===== src/rtl/tc_mul_arbiter_if.sv =====
// Bundle of the requester, tc_mul and response buses around tc_mul_arbiter.
// slave  : seen from the arbiter.
// master : seen from the surrounding environment (scheduler, tc_mul, consumer).
interface tc_mul_arbiter_if #(
   parameter int NUM_REQ       = 4,
   parameter int SHAPE_K       = 8,
   parameter int ELEMENT_WIDTH = 9,
   parameter int IDW           = $clog2(NUM_REQ)
);
   localparam int VW = SHAPE_K * ELEMENT_WIDTH;

   logic [NUM_REQ-1:0]    req_valid_i;
   logic [NUM_REQ-1:0]    req_ready_o;
   logic [NUM_REQ*VW-1:0] req_a_i;
   logic [NUM_REQ*VW-1:0] req_b_i;
   logic [NUM_REQ*8-1:0]  req_reg_idxw_i;
   logic                  mul_in_valid_o;
   logic                  mul_in_ready_i;
   logic [VW-1:0]         mul_a_o;
   logic [VW-1:0]         mul_b_o;
   logic                  mul_out_valid_i;
   logic                  mul_out_ready_o;
   logic [VW-1:0]         mul_result_i;
   logic [4:0]            mul_fflags_i;
   logic                  resp_valid_o;
   logic                  resp_ready_i;
   logic [IDW-1:0]        resp_id_o;
   logic [7:0]            resp_reg_idxw_o;
   logic [VW-1:0]         resp_result_o;
   logic [4:0]            resp_fflags_o;
   logic                  err_o;

   modport slave (
      input  req_valid_i, req_a_i, req_b_i, req_reg_idxw_i,
      input  mul_in_ready_i, mul_out_valid_i, mul_result_i, mul_fflags_i,
      input  resp_ready_i,
      output req_ready_o, mul_in_valid_o, mul_a_o, mul_b_o, mul_out_ready_o,
      output resp_valid_o, resp_id_o, resp_reg_idxw_o, resp_result_o, resp_fflags_o,
      output err_o
   );

   modport master (
      output req_valid_i, req_a_i, req_b_i, req_reg_idxw_i,
      output mul_in_ready_i, mul_out_valid_i, mul_result_i, mul_fflags_i,
      output resp_ready_i,
      input  req_ready_o, mul_in_valid_o, mul_a_o, mul_b_o, mul_out_ready_o,
      input  resp_valid_o, resp_id_o, resp_reg_idxw_o, resp_result_o, resp_fflags_o,
      input  err_o
   );
endinterface


===== src/rtl/tc_mul_arbiter.sv =====
// tc_mul_arbiter: round-robin sharing of one tc_mul pipeline between NUM_REQ
// requesters. A grant is locked until its handshake completes; an in-order ID
// FIFO tags each returning result with its requester and register index.
// Optional macro TC_MUL_ARB_PERF_EN adds issue/stall performance counters.
module tc_mul_arbiter #(
   parameter int NUM_REQ       = 4,
   parameter int SHAPE_K       = 8,
   parameter int ELEMENT_WIDTH = 9,
   parameter int TAG_DEPTH     = 8,
   parameter int IDW           = $clog2(NUM_REQ)
) (
   input logic             clk,
   input logic             rst_n,
   tc_mul_arbiter_if.slave bus
`ifdef TC_MUL_ARB_PERF_EN
   ,
   output logic [31:0]     perf_issue_o,
   output logic [31:0]     perf_stall_o
`endif
);
   localparam int VW = SHAPE_K * ELEMENT_WIDTH;
   localparam int PW = $clog2(TAG_DEPTH);
   localparam int CW = PW + 1;

   typedef enum logic {ARB, HOLD} state_e;

   state_e         state_q, state_d;
   logic [IDW-1:0] rr_ptr_q, rr_ptr_d;
   logic [IDW-1:0] locked_q, locked_d;
   logic [PW-1:0]  wr_ptr_q, wr_ptr_d, rd_ptr_q, rd_ptr_d;
   logic [CW-1:0]  cnt_q, cnt_d;
   logic           err_q, err_d;
   logic [IDW-1:0] id_mem_q  [TAG_DEPTH];
   logic [7:0]     idx_mem_q [TAG_DEPTH];

   logic           grant_vld;
   logic [IDW-1:0] grant_id;
   logic [IDW-1:0] rr_next;
   logic [7:0]     grant_idxw;
   logic           fifo_full, fifo_nempty;
   logic           issue, pop, resp_vld;

   // Grant selection: locked requester in HOLD, else first valid from rr_ptr with wrap
   always_comb begin
      int             pos;
      logic [IDW-1:0] cand;
      grant_vld = 1'b0;
      grant_id  = '0;
      pos       = 0;
      cand      = '0;
      if (state_q == HOLD) begin
         grant_vld = bus.req_valid_i[locked_q];
         grant_id  = locked_q;
      end else begin
         // Descending scan so the smallest offset from rr_ptr wins
         for (int i = NUM_REQ - 1; i >= 0; i--) begin
            pos = int'(rr_ptr_q) + i;
            if (pos >= NUM_REQ) pos = pos - NUM_REQ;
            cand = IDW'(pos);
            if (bus.req_valid_i[cand]) begin
               grant_vld = 1'b1;
               grant_id  = cand;
            end
         end
      end
      // Outputs stay quiet while reset is asserted
      grant_vld = grant_vld && rst_n;
   end

   assign rr_next     = (grant_id == IDW'(NUM_REQ - 1)) ? '0 : grant_id + IDW'(1);
   assign fifo_full   = (cnt_q == CW'(TAG_DEPTH));
   assign fifo_nempty = (cnt_q != '0);
   assign issue       = grant_vld && !fifo_full && bus.mul_in_ready_i;
   assign resp_vld    = rst_n && bus.mul_out_valid_i && fifo_nempty;
   assign pop         = resp_vld && bus.resp_ready_i;

   // Issue-side outputs: granted operand slices and one-hot accept
   always_comb begin
      bus.mul_a_o     = '0;
      bus.mul_b_o     = '0;
      bus.req_ready_o = '0;
      grant_idxw      = '0;
      for (int r = 0; r < NUM_REQ; r++) begin
         if (grant_vld && grant_id == IDW'(r)) begin
            bus.mul_a_o = bus.req_a_i[r*VW +: VW];
            bus.mul_b_o = bus.req_b_i[r*VW +: VW];
            grant_idxw  = bus.req_reg_idxw_i[r*8 +: 8];
            bus.req_ready_o[r] = issue;
         end
      end
   end

   assign bus.mul_in_valid_o  = grant_vld && !fifo_full;
   assign bus.mul_out_ready_o = rst_n && bus.resp_ready_i && fifo_nempty;
   assign bus.resp_valid_o    = resp_vld;
   assign bus.resp_id_o       = id_mem_q[rd_ptr_q];
   assign bus.resp_reg_idxw_o = idx_mem_q[rd_ptr_q];
   assign bus.resp_result_o   = bus.mul_result_i;
   assign bus.resp_fflags_o   = bus.mul_fflags_i;
   assign bus.err_o           = err_q;

   // FSM next state: lock on a stalled grant, release on handshake or dropped request
   always_comb begin
      state_d  = state_q;
      locked_d = locked_q;
      rr_ptr_d = rr_ptr_q;
      case (state_q)
         ARB: begin
            if (issue) begin
               rr_ptr_d = rr_next;
            end else if (grant_vld) begin
               state_d  = HOLD;
               locked_d = grant_id;
            end
         end
         HOLD: begin
            if (!grant_vld) begin
               state_d = ARB;
            end else if (issue) begin
               rr_ptr_d = rr_next;
               state_d  = ARB;
            end
         end
         default: state_d = ARB;
      endcase
   end

   // FSM state register
   always_ff @(posedge clk) begin
      if (!rst_n) begin
         state_q  <= ARB;
         rr_ptr_q <= '0;
         locked_q <= '0;
      end else begin
         state_q  <= state_d;
         rr_ptr_q <= rr_ptr_d;
         locked_q <= locked_d;
      end
   end

   // FIFO pointer/occupancy and sticky error next state
   always_comb begin
      wr_ptr_d = issue ? wr_ptr_q + PW'(1) : wr_ptr_q;
      rd_ptr_d = pop   ? rd_ptr_q + PW'(1) : rd_ptr_q;
      cnt_d    = cnt_q;
      if (issue && !pop) cnt_d = cnt_q + CW'(1);
      if (!issue && pop) cnt_d = cnt_q - CW'(1);
      err_d    = err_q || (bus.mul_out_valid_i && !fifo_nempty);
   end

   // FIFO control and error registers
   always_ff @(posedge clk) begin
      if (!rst_n) begin
         wr_ptr_q <= '0;
         rd_ptr_q <= '0;
         cnt_q    <= '0;
         err_q    <= 1'b0;
      end else begin
         wr_ptr_q <= wr_ptr_d;
         rd_ptr_q <= rd_ptr_d;
         cnt_q    <= cnt_d;
         err_q    <= err_d;
      end
   end

   // FIFO storage: requester id and destination register captured at issue
   always_ff @(posedge clk) begin
      if (issue) begin
         id_mem_q[wr_ptr_q]  <= grant_id;
         idx_mem_q[wr_ptr_q] <= grant_idxw;
      end
   end

`ifdef TC_MUL_ARB_PERF_EN
   logic [31:0] perf_issue_q, perf_stall_q;

   // Free-running wrap-around counters of issues and stalled request cycles
   always_ff @(posedge clk) begin
      if (!rst_n) begin
         perf_issue_q <= '0;
         perf_stall_q <= '0;
      end else begin
         if (issue) perf_issue_q <= perf_issue_q + 32'd1;
         if ((|bus.req_valid_i) && !issue) perf_stall_q <= perf_stall_q + 32'd1;
      end
   end

   assign perf_issue_o = perf_issue_q;
   assign perf_stall_o = perf_stall_q;
`endif
endmodule


===== src/flat_wrapper.sv =====
// flat-port wrapper written by rule: the top's interface ports become plain ports
module tc_mul_arbiter_flat 
#(
   parameter int NUM_REQ       = 4,
   parameter int SHAPE_K       = 8,
   parameter int ELEMENT_WIDTH = 9,
   parameter int TAG_DEPTH     = 8,
   parameter int IDW           = $clog2(NUM_REQ)
)
  (clk, rst_n, bus_req_valid_i, bus_req_a_i, bus_req_b_i, bus_req_reg_idxw_i, bus_mul_in_ready_i, bus_mul_out_valid_i, bus_mul_result_i, bus_mul_fflags_i, bus_resp_ready_i, bus_req_ready_o, bus_mul_in_valid_o, bus_mul_a_o, bus_mul_b_o, bus_mul_out_ready_o, bus_resp_valid_o, bus_resp_id_o, bus_resp_reg_idxw_o, bus_resp_result_o, bus_resp_fflags_o, bus_err_o);
  tc_mul_arbiter_if #(.NUM_REQ(NUM_REQ), .SHAPE_K(SHAPE_K), .ELEMENT_WIDTH(ELEMENT_WIDTH), .IDW(IDW)) bus_i ();
  input logic clk;
  input logic rst_n;
  input wire logic [$bits(bus_i.req_valid_i)-1:0] bus_req_valid_i;
  input wire logic [$bits(bus_i.req_a_i)-1:0] bus_req_a_i;
  input wire logic [$bits(bus_i.req_b_i)-1:0] bus_req_b_i;
  input wire logic [$bits(bus_i.req_reg_idxw_i)-1:0] bus_req_reg_idxw_i;
  input wire logic [$bits(bus_i.mul_in_ready_i)-1:0] bus_mul_in_ready_i;
  input wire logic [$bits(bus_i.mul_out_valid_i)-1:0] bus_mul_out_valid_i;
  input wire logic [$bits(bus_i.mul_result_i)-1:0] bus_mul_result_i;
  input wire logic [$bits(bus_i.mul_fflags_i)-1:0] bus_mul_fflags_i;
  input wire logic [$bits(bus_i.resp_ready_i)-1:0] bus_resp_ready_i;
  output wire logic [$bits(bus_i.req_ready_o)-1:0] bus_req_ready_o;
  output wire logic [$bits(bus_i.mul_in_valid_o)-1:0] bus_mul_in_valid_o;
  output wire logic [$bits(bus_i.mul_a_o)-1:0] bus_mul_a_o;
  output wire logic [$bits(bus_i.mul_b_o)-1:0] bus_mul_b_o;
  output wire logic [$bits(bus_i.mul_out_ready_o)-1:0] bus_mul_out_ready_o;
  output wire logic [$bits(bus_i.resp_valid_o)-1:0] bus_resp_valid_o;
  output wire logic [$bits(bus_i.resp_id_o)-1:0] bus_resp_id_o;
  output wire logic [$bits(bus_i.resp_reg_idxw_o)-1:0] bus_resp_reg_idxw_o;
  output wire logic [$bits(bus_i.resp_result_o)-1:0] bus_resp_result_o;
  output wire logic [$bits(bus_i.resp_fflags_o)-1:0] bus_resp_fflags_o;
  output wire logic [$bits(bus_i.err_o)-1:0] bus_err_o;
  assign bus_i.req_valid_i = bus_req_valid_i;
  assign bus_i.req_a_i = bus_req_a_i;
  assign bus_i.req_b_i = bus_req_b_i;
  assign bus_i.req_reg_idxw_i = bus_req_reg_idxw_i;
  assign bus_i.mul_in_ready_i = bus_mul_in_ready_i;
  assign bus_i.mul_out_valid_i = bus_mul_out_valid_i;
  assign bus_i.mul_result_i = bus_mul_result_i;
  assign bus_i.mul_fflags_i = bus_mul_fflags_i;
  assign bus_i.resp_ready_i = bus_resp_ready_i;
  assign bus_req_ready_o = bus_i.req_ready_o;
  assign bus_mul_in_valid_o = bus_i.mul_in_valid_o;
  assign bus_mul_a_o = bus_i.mul_a_o;
  assign bus_mul_b_o = bus_i.mul_b_o;
  assign bus_mul_out_ready_o = bus_i.mul_out_ready_o;
  assign bus_resp_valid_o = bus_i.resp_valid_o;
  assign bus_resp_id_o = bus_i.resp_id_o;
  assign bus_resp_reg_idxw_o = bus_i.resp_reg_idxw_o;
  assign bus_resp_result_o = bus_i.resp_result_o;
  assign bus_resp_fflags_o = bus_i.resp_fflags_o;
  assign bus_err_o = bus_i.err_o;
  tc_mul_arbiter #(.NUM_REQ(NUM_REQ), .SHAPE_K(SHAPE_K), .ELEMENT_WIDTH(ELEMENT_WIDTH), .TAG_DEPTH(TAG_DEPTH), .IDW(IDW)) u_core (.clk(clk), .rst_n(rst_n), .bus(bus_i));
endmodule

===== config.mk =====
export PLATFORM = sky130hd
export DESIGN_NAME = tc_mul_arbiter_flat
export DESIGN_NICKNAME = d
export VERILOG_FILES = /design/src/rtl/tc_mul_arbiter_if.sv /design/src/rtl/tc_mul_arbiter.sv /design/src/flat_wrapper.sv
export SDC_FILE = /design/constraint.sdc
export NUM_CORES = 1
export LEC_CHECK = 0
export ABC_AREA = 1
export CORE_AREA = 10 10 356 358
export DETAILED_ROUTE_END_ITERATION = 10
export DIE_AREA = 0 0 366 368
export PLACE_DENSITY = 0.31
export SLEW_MARGIN = 20
export SYNTH_ARGS = -nofsm -noshare
export SYNTH_HDL_FRONTEND = slang
export SYNTH_SLANG_ARGS = --single-unit

===== constraint.sdc =====
create_clock -name clk -period 7.41 [get_ports clk]
set_input_delay 1.1115 -clock clk [delete_from_list [all_inputs] [get_ports clk]]
set_output_delay 1.1115 -clock clk [all_outputs]
set_load 0.02 [all_outputs]

# After elaboration in Yosys (flattened, before gate mapping)
# Memory sizes are Yosys's and may differ from the RTL's. A register that Yosys moved wholly into a read port is not among the register bits.
# Index checks and enable logic that the tools add are counted.
[word_totals]
ff_bits = 16
ram_bits = 80
memories = 2
[memory_table]
columns = ["name", "words", "width", "read_ports", "rd_ports_with_merged_regs", "write_ports", "line_no", "rtl"]
rows = [
  ["u_core.idx_mem_q", 8, 8, 1, 1, 1, "tc_mul_arbiter.sv:34", "logic [7:0] idx_mem_q [TAG_DEPTH];"],
  ["u_core.id_mem_q", 8, 2, 1, 1, 1, "tc_mul_arbiter.sv:33", "logic [IDW-1:0] id_mem_q [TAG_DEPTH];"],
]
[classes]
addsub = 12
magnitude_cmp = 9
eq_ne = 5
n_mux = 61
n_bitwise = 2
n_reduce_logical = 24
[op_table]
columns = ["op", "n"]
rows = [
  ["72-bit 2-to-1 mux", 8],
  ["2-bit 2-to-1 mux", 16],
  ["8-bit 2-to-1 mux", 4],
  ["1-bit 2-to-1 mux", 20],
  ["1-bit logical AND", 15],
  ["2-bit by 3-bit < comparator with 1-bit output (second input constant)", 5],
  ["3-bit 2-to-1 mux", 4],
  ["1-bit binary-select mux with 2-bit select", 5],
  ["3-bit >= comparator (second input constant)", 3],
  ["4-bit 2-to-1 mux", 2],
  ["2-bit by 1-bit subtractor with 2-bit output (second input constant)", 4],
  ["2-bit by 2-bit adder with 3-bit output (second input constant)", 2],
  ["3-bit by 1-bit adder with 3-bit output (second input constant)", 2],
  ["4-bit by 1-bit adder with 4-bit output (second input constant)", 1],
  ["2-bit equality test (second input constant)", 2],
  ["4-bit equality test (second input constant)", 1],
  ["1-bit zero test", 4],
  ["2-bit one-hot mux with 2 select lines", 1],
  ["4-bit nonzero test", 1],
  ["4-bit by 1-bit subtractor with 4-bit output (second input constant)", 1],
  ["2-bit by 1-bit adder with 3-bit output (second input constant)", 1],
  ["2-bit by 3-bit >= comparator with 1-bit output (second input constant)", 1],
  ["3-bit AND reduction", 1],
  ["2-bit by 1-bit adder with 2-bit output (second input constant)", 1],
  ["7 further kinds", 8],
]

# Depth between registers and ports, before layout
[logic_depth]
depth_word = 17
mapped_depth = 22
mapped_depth_nobuf = 18

# Worst setup path after synthesis
# No wires, ideal clock.
[synth_timing]
path_kind = "input -> output"
from = "in bus_req_valid_i[0]"
to = "out bus_mul_b_o[69]"
arrival_time_ns = 3.441
required_ns = 6.298
path_slack_ns = 2.858
stages = 18
path_cell_list = "inv_1 > nand2_1 > nand2_1 > o21ai_0 > nand2_1 > nand2_1 > nand2_1 > nand3_1 > nand2_1 > inv_1 > ha_1 > clkbuf_1 > clkbuf_1 > clkbuf_1 > nand4_1 > nand2_1 > nand2_1 > a21oi_1"
[synth_via]
elab_chain_len = 13
word_cells_on_any_way = 33
cone_classes = "eq/ne: 3; mux: 24; reduce/logical: 6"
[synth_lines]
columns = ["element", "line_no", "rtl"]
rows = [
  ["start, declared", "flat_wrapper.sv:14", "input wire logic [$bits(bus_i.req_valid_i)-1:0] bus_req_valid_i;"],
  ["1-bit binary-select mux with 2-bit select", "tc_mul_arbiter.sv:60", "if (bus.req_valid_i[cand]) begin"],
  ["1-bit 2-to-1 mux (not written as such)", "tc_mul_arbiter.sv:60", ""],
  ["2-bit 2-to-1 mux (3 in series)", "tc_mul_arbiter.sv:60", ""],
  ["2-bit 2-to-1 mux (*)", "tc_mul_arbiter.sv:60", ""],
  ["2-bit 2-to-1 mux (*)", "tc_mul_arbiter.sv:51", "if (state_q == HOLD) begin"],
  ["via u_core.grant_id[0]", "tc_mul_arbiter.sv:37", "logic [IDW-1:0] grant_id;"],
  ["2-bit zero test", "tc_mul_arbiter.sv:84", "if (grant_vld && grant_id == IDW'(r)) begin"],
  ["1-bit logical AND", "tc_mul_arbiter.sv:84", ""],
  ["72-bit 2-to-1 mux (3 in series)", "tc_mul_arbiter.sv:84", ""],
  ["72-bit 2-to-1 mux (*)", "tc_mul_arbiter.sv:84", ""],
  ["end, declared", "flat_wrapper.sv:26", "output wire logic [$bits(bus_i.mul_b_o)-1:0] bus_mul_b_o;"],
]
# The timed path passes the listed nets; every way through them passes the cells marked *. The select of a mux whose other input is x is not followed.

# Worst setup path in the final report
[layout_timing]
from = "in bus_req_valid_i[1]"
to = "out bus_mul_a_o[6]"
[layout_via]
elab_chain_len = 13
word_cells_on_any_way = 33
cone_classes = "eq/ne: 3; mux: 24; reduce/logical: 6"
[layout_lines]
columns = ["element", "line_no", "rtl"]
rows = [
  ["1-bit binary-select mux with 2-bit select", "tc_mul_arbiter.sv:60", ""],
  ["1-bit 2-to-1 mux (not written as such)", "tc_mul_arbiter.sv:60", ""],
  ["2-bit 2-to-1 mux (3 in series)", "tc_mul_arbiter.sv:60", ""],
  ["2-bit 2-to-1 mux (*)", "tc_mul_arbiter.sv:60", ""],
  ["2-bit 2-to-1 mux (*)", "tc_mul_arbiter.sv:51", ""],
  ["via u_core.grant_id[0]", "tc_mul_arbiter.sv:37", ""],
  ["2-bit zero test", "tc_mul_arbiter.sv:84", ""],
  ["1-bit logical AND", "tc_mul_arbiter.sv:84", ""],
  ["72-bit 2-to-1 mux (3 in series)", "tc_mul_arbiter.sv:84", ""],
  ["72-bit 2-to-1 mux (*)", "tc_mul_arbiter.sv:84", ""],
  ["end, declared", "flat_wrapper.sv:25", "output wire logic [$bits(bus_i.mul_a_o)-1:0] bus_mul_a_o;"],
]
# Marked as above.

==> qor.yml <==
synth.area.top_cells: "nand4_1, edfxtp_1, nand2_1"
rows: 127
cts_root_buf: "clkbuf_16"
ys_seq_elements: 99
postPlaceCellArea_um2: 22500
outcome: "finished clean"
clockBufferDepth: 2
die_h_um: 368
fin_setup_tns_ns: 0
grt_overflow: 0
fin_cells: 4573
hold_viol: 0
place_inst: 4545
drv_slew: 0
grt_max_degree: 170
htreeDepth: 3
ys_seq_area_share_pct: 20.3
dieArea_um2: 135000
setup_viol: 0
syn_avg_cell_area_um2: 5.71
ant_nets: 0
final_common_cell: "clkdlybuf4s50_1"
holdBufCountCts: 0
initial_core_util_pct: 11.5
rsz0062_at_grt: "no"
synth.distinct_cells: 30
cap_violations: 0
peakVddDrop_mv: 0.0944
critPathKind: "input port to primary output"
design_area_um2: 22800
cts-resized-gates: 0
syn_to_final_growth_pct: 66.4
relSlewSlack_pct: 37.4
final_layout_size_suffix_gt1_share_pct: 3.39
hold_path_class: "flip-flop to flip-flop"
cts_setup_buffers: 0
yosysWarnings: 0
clk_pin_slew_ns: 0.07
max_freq_mhz: 158
grt_pass1_wl_um: 140000
worst_pin_slew_ns: 0.939
wl_per_cell_um: 22.1
cp-end-kind: "primary output"
drc: 0
vias_per_cell: 3.95
hpwl_um: 80500
pre_cts_slack_ns: 0.939
portBuffers: 778
cts_tree: "yes"
grt.total_usage_pct: 14.0
synth_fp_nets: 3108
antenna_found_initial: 48
vias: 18100
core_um2: 119000
wl_um: 101000
cts_sinks: 99
p_leak_nw: 9.70
power.density_nw_per_um2: 176
synth_top_area_share_pct: 20.8
crit_path_max_fanout: 40
firstDrtPassIters: 7
cp-start-kind: "input port"
num-nets-final: 3647
worstPathArrival_ns: 5.23
num_io_pins: 933
numCtsBuffers: 9
synthCells: 2405
die_width_um: 366
worstSkewPairLatency_ns: 0.36
final_cell_mix: "clkdlybuf4s50_1, nand2_1, nand4_1"
gp_congestion: 0.804
timing.final.crit_share_pct: 85.6
synth_top_area_cell: "nand4_1"
worst_slack_ns: 1.07
grt_pass1_vias: 18400
timing.final.crit_period_ns: 6.34
cp.required_ns: 6.30
clock-skew-final_ns: 0.00742
dr.first_iter.drc_count: 1159
final_core_utilization_pct: 19.1
synth_area_um2: 13700
-- critical path, cell delays in order --
cell	delay (ns)
clkdlybuf4s50_1	0.50
inv_1	0.05
nand2_1	0.07
nand2_1	0.09
o21ai_0	0.16
nand2_1	0.09
nand2_1	0.08
nand2_1	0.05
nand3_1	0.12
nand2_1	0.17
inv_1	0.30
ha_4	0.47
buf_12	0.27
buf_12	0.25
nand4_1	0.15
nand2_1	0.11
nand2_1	0.06
a21oi_1	0.33
clkdlybuf4s50_1	0.69
-- area by class of cell --
cell class | count | area, um2
Inverter | 343 | 1290
Sequential cell | 99 | 2780
Fill cell | 13800 | 96500
Clock buffer | 9 | 225
Timing Repair Buffer | 841 | 8470
Antenna cell | 12 | 30.0
Clock inverter | 7 | 75.1
Tap cell | 1612 | 2020
Multi-Input combinational cell | 1650 | 7930
-- worst paths after layout --
| kind | startpoint | to | slack (ns) | cells after the start |
|---|---|---|---|---|
| setup / recovery | bus_req_valid_i[1] | bus_mul_a_o[6] | 1.07 | 19 |
| hold / removal | u_core.bus.err_o | u_core.bus.err_o | 0.47 | 1 |
| setup reg to reg | u_core.rr_ptr_q[0] | u_core.idx_mem_q[2][5] | 3.26 | 18 |
| hold reg to reg | u_core.bus.err_o | u_core.bus.err_o | 0.47 | 1 |
-- flip-flops by register name (all words and copies together) (netlist names), named ones only --
register          flops
u_core.idx_mem_q     64
u_core.id_mem_q      16
u_core.cnt_q          4
u_core.rd_ptr_q       3
u_core.wr_ptr_q       3
u_core.locked_q       2
u_core.rr_ptr_q       2
u_core.bus.err_o      1
u_core.state_q        1
-- synthesized netlist by cell type (all sizes together) --
| library cell | n |
|---|---|
| o21bai | 1 |
| nor2 | 402 |
| o21a | 1 |
| o21ai | 49 |
| nor3 | 2 |
| inv | 343 |
| xnor2 | 1 |
| edfxtp | 80 |
| a21oi | 167 |
| o211ai | 1 |
| nand2 | 519 |
| ha | 9 |
| a31oi | 11 |
| dfxtp | 19 |
| o22ai | 10 |
| nand4 | 457 |
| xor2 | 3 |
| nand3 | 17 |
| buf | 237 |
| clkbuf | 76 |
-- report_power, final --
part / internal (mW) / leakage (nW) / total, mW / switching [mW]
logic: 1.15 / 8.67 / 2.88 / 1.73
registers: 0.653 / 0.891 / 0.664 / 0.0114
clock network: 0.264 / 0.140 / 0.481 / 0.217
total: 2.07 / 9.70 / 4.02 / 1.96
-- layer usage --
metal | share of wire, % | wire (um) | track usage, %
met5 | 0.30 | 304 | 0
met3 | 7.9 | 7940 | 4.83
met4 | 0.88 | 884 | 2.13
met2 | 50 | 50500 | 24.7
met1 | 41 | 41200 | 16.6
-- cell families after synthesis --
group / count (synthesis) / synth area share [%]
XOR/XNOR: 4 / 0.255
flip-flops: 99 / 20.3
AND/OR/NAND/NOR: 1397 / 46.9
buffers and inverters: 656 / 22.4
AO/OA/AOI/OAI: 240 / 9.27
adder cells (fa/ha/maj): 9 / 0.821
-- stage by stage --
stage	hold slack (ns)	total power, mW
3_3_place_gp	0.454	3.62
4_1_cts	0.480	4.10
5_1_grt	0.517	4.32
2_1_floorplan	0.427	2.18
6_report	0.473	4.02
3_5_place_dp	0.462	3.60
Note: power is estimated with default switching activity, not from simulation.
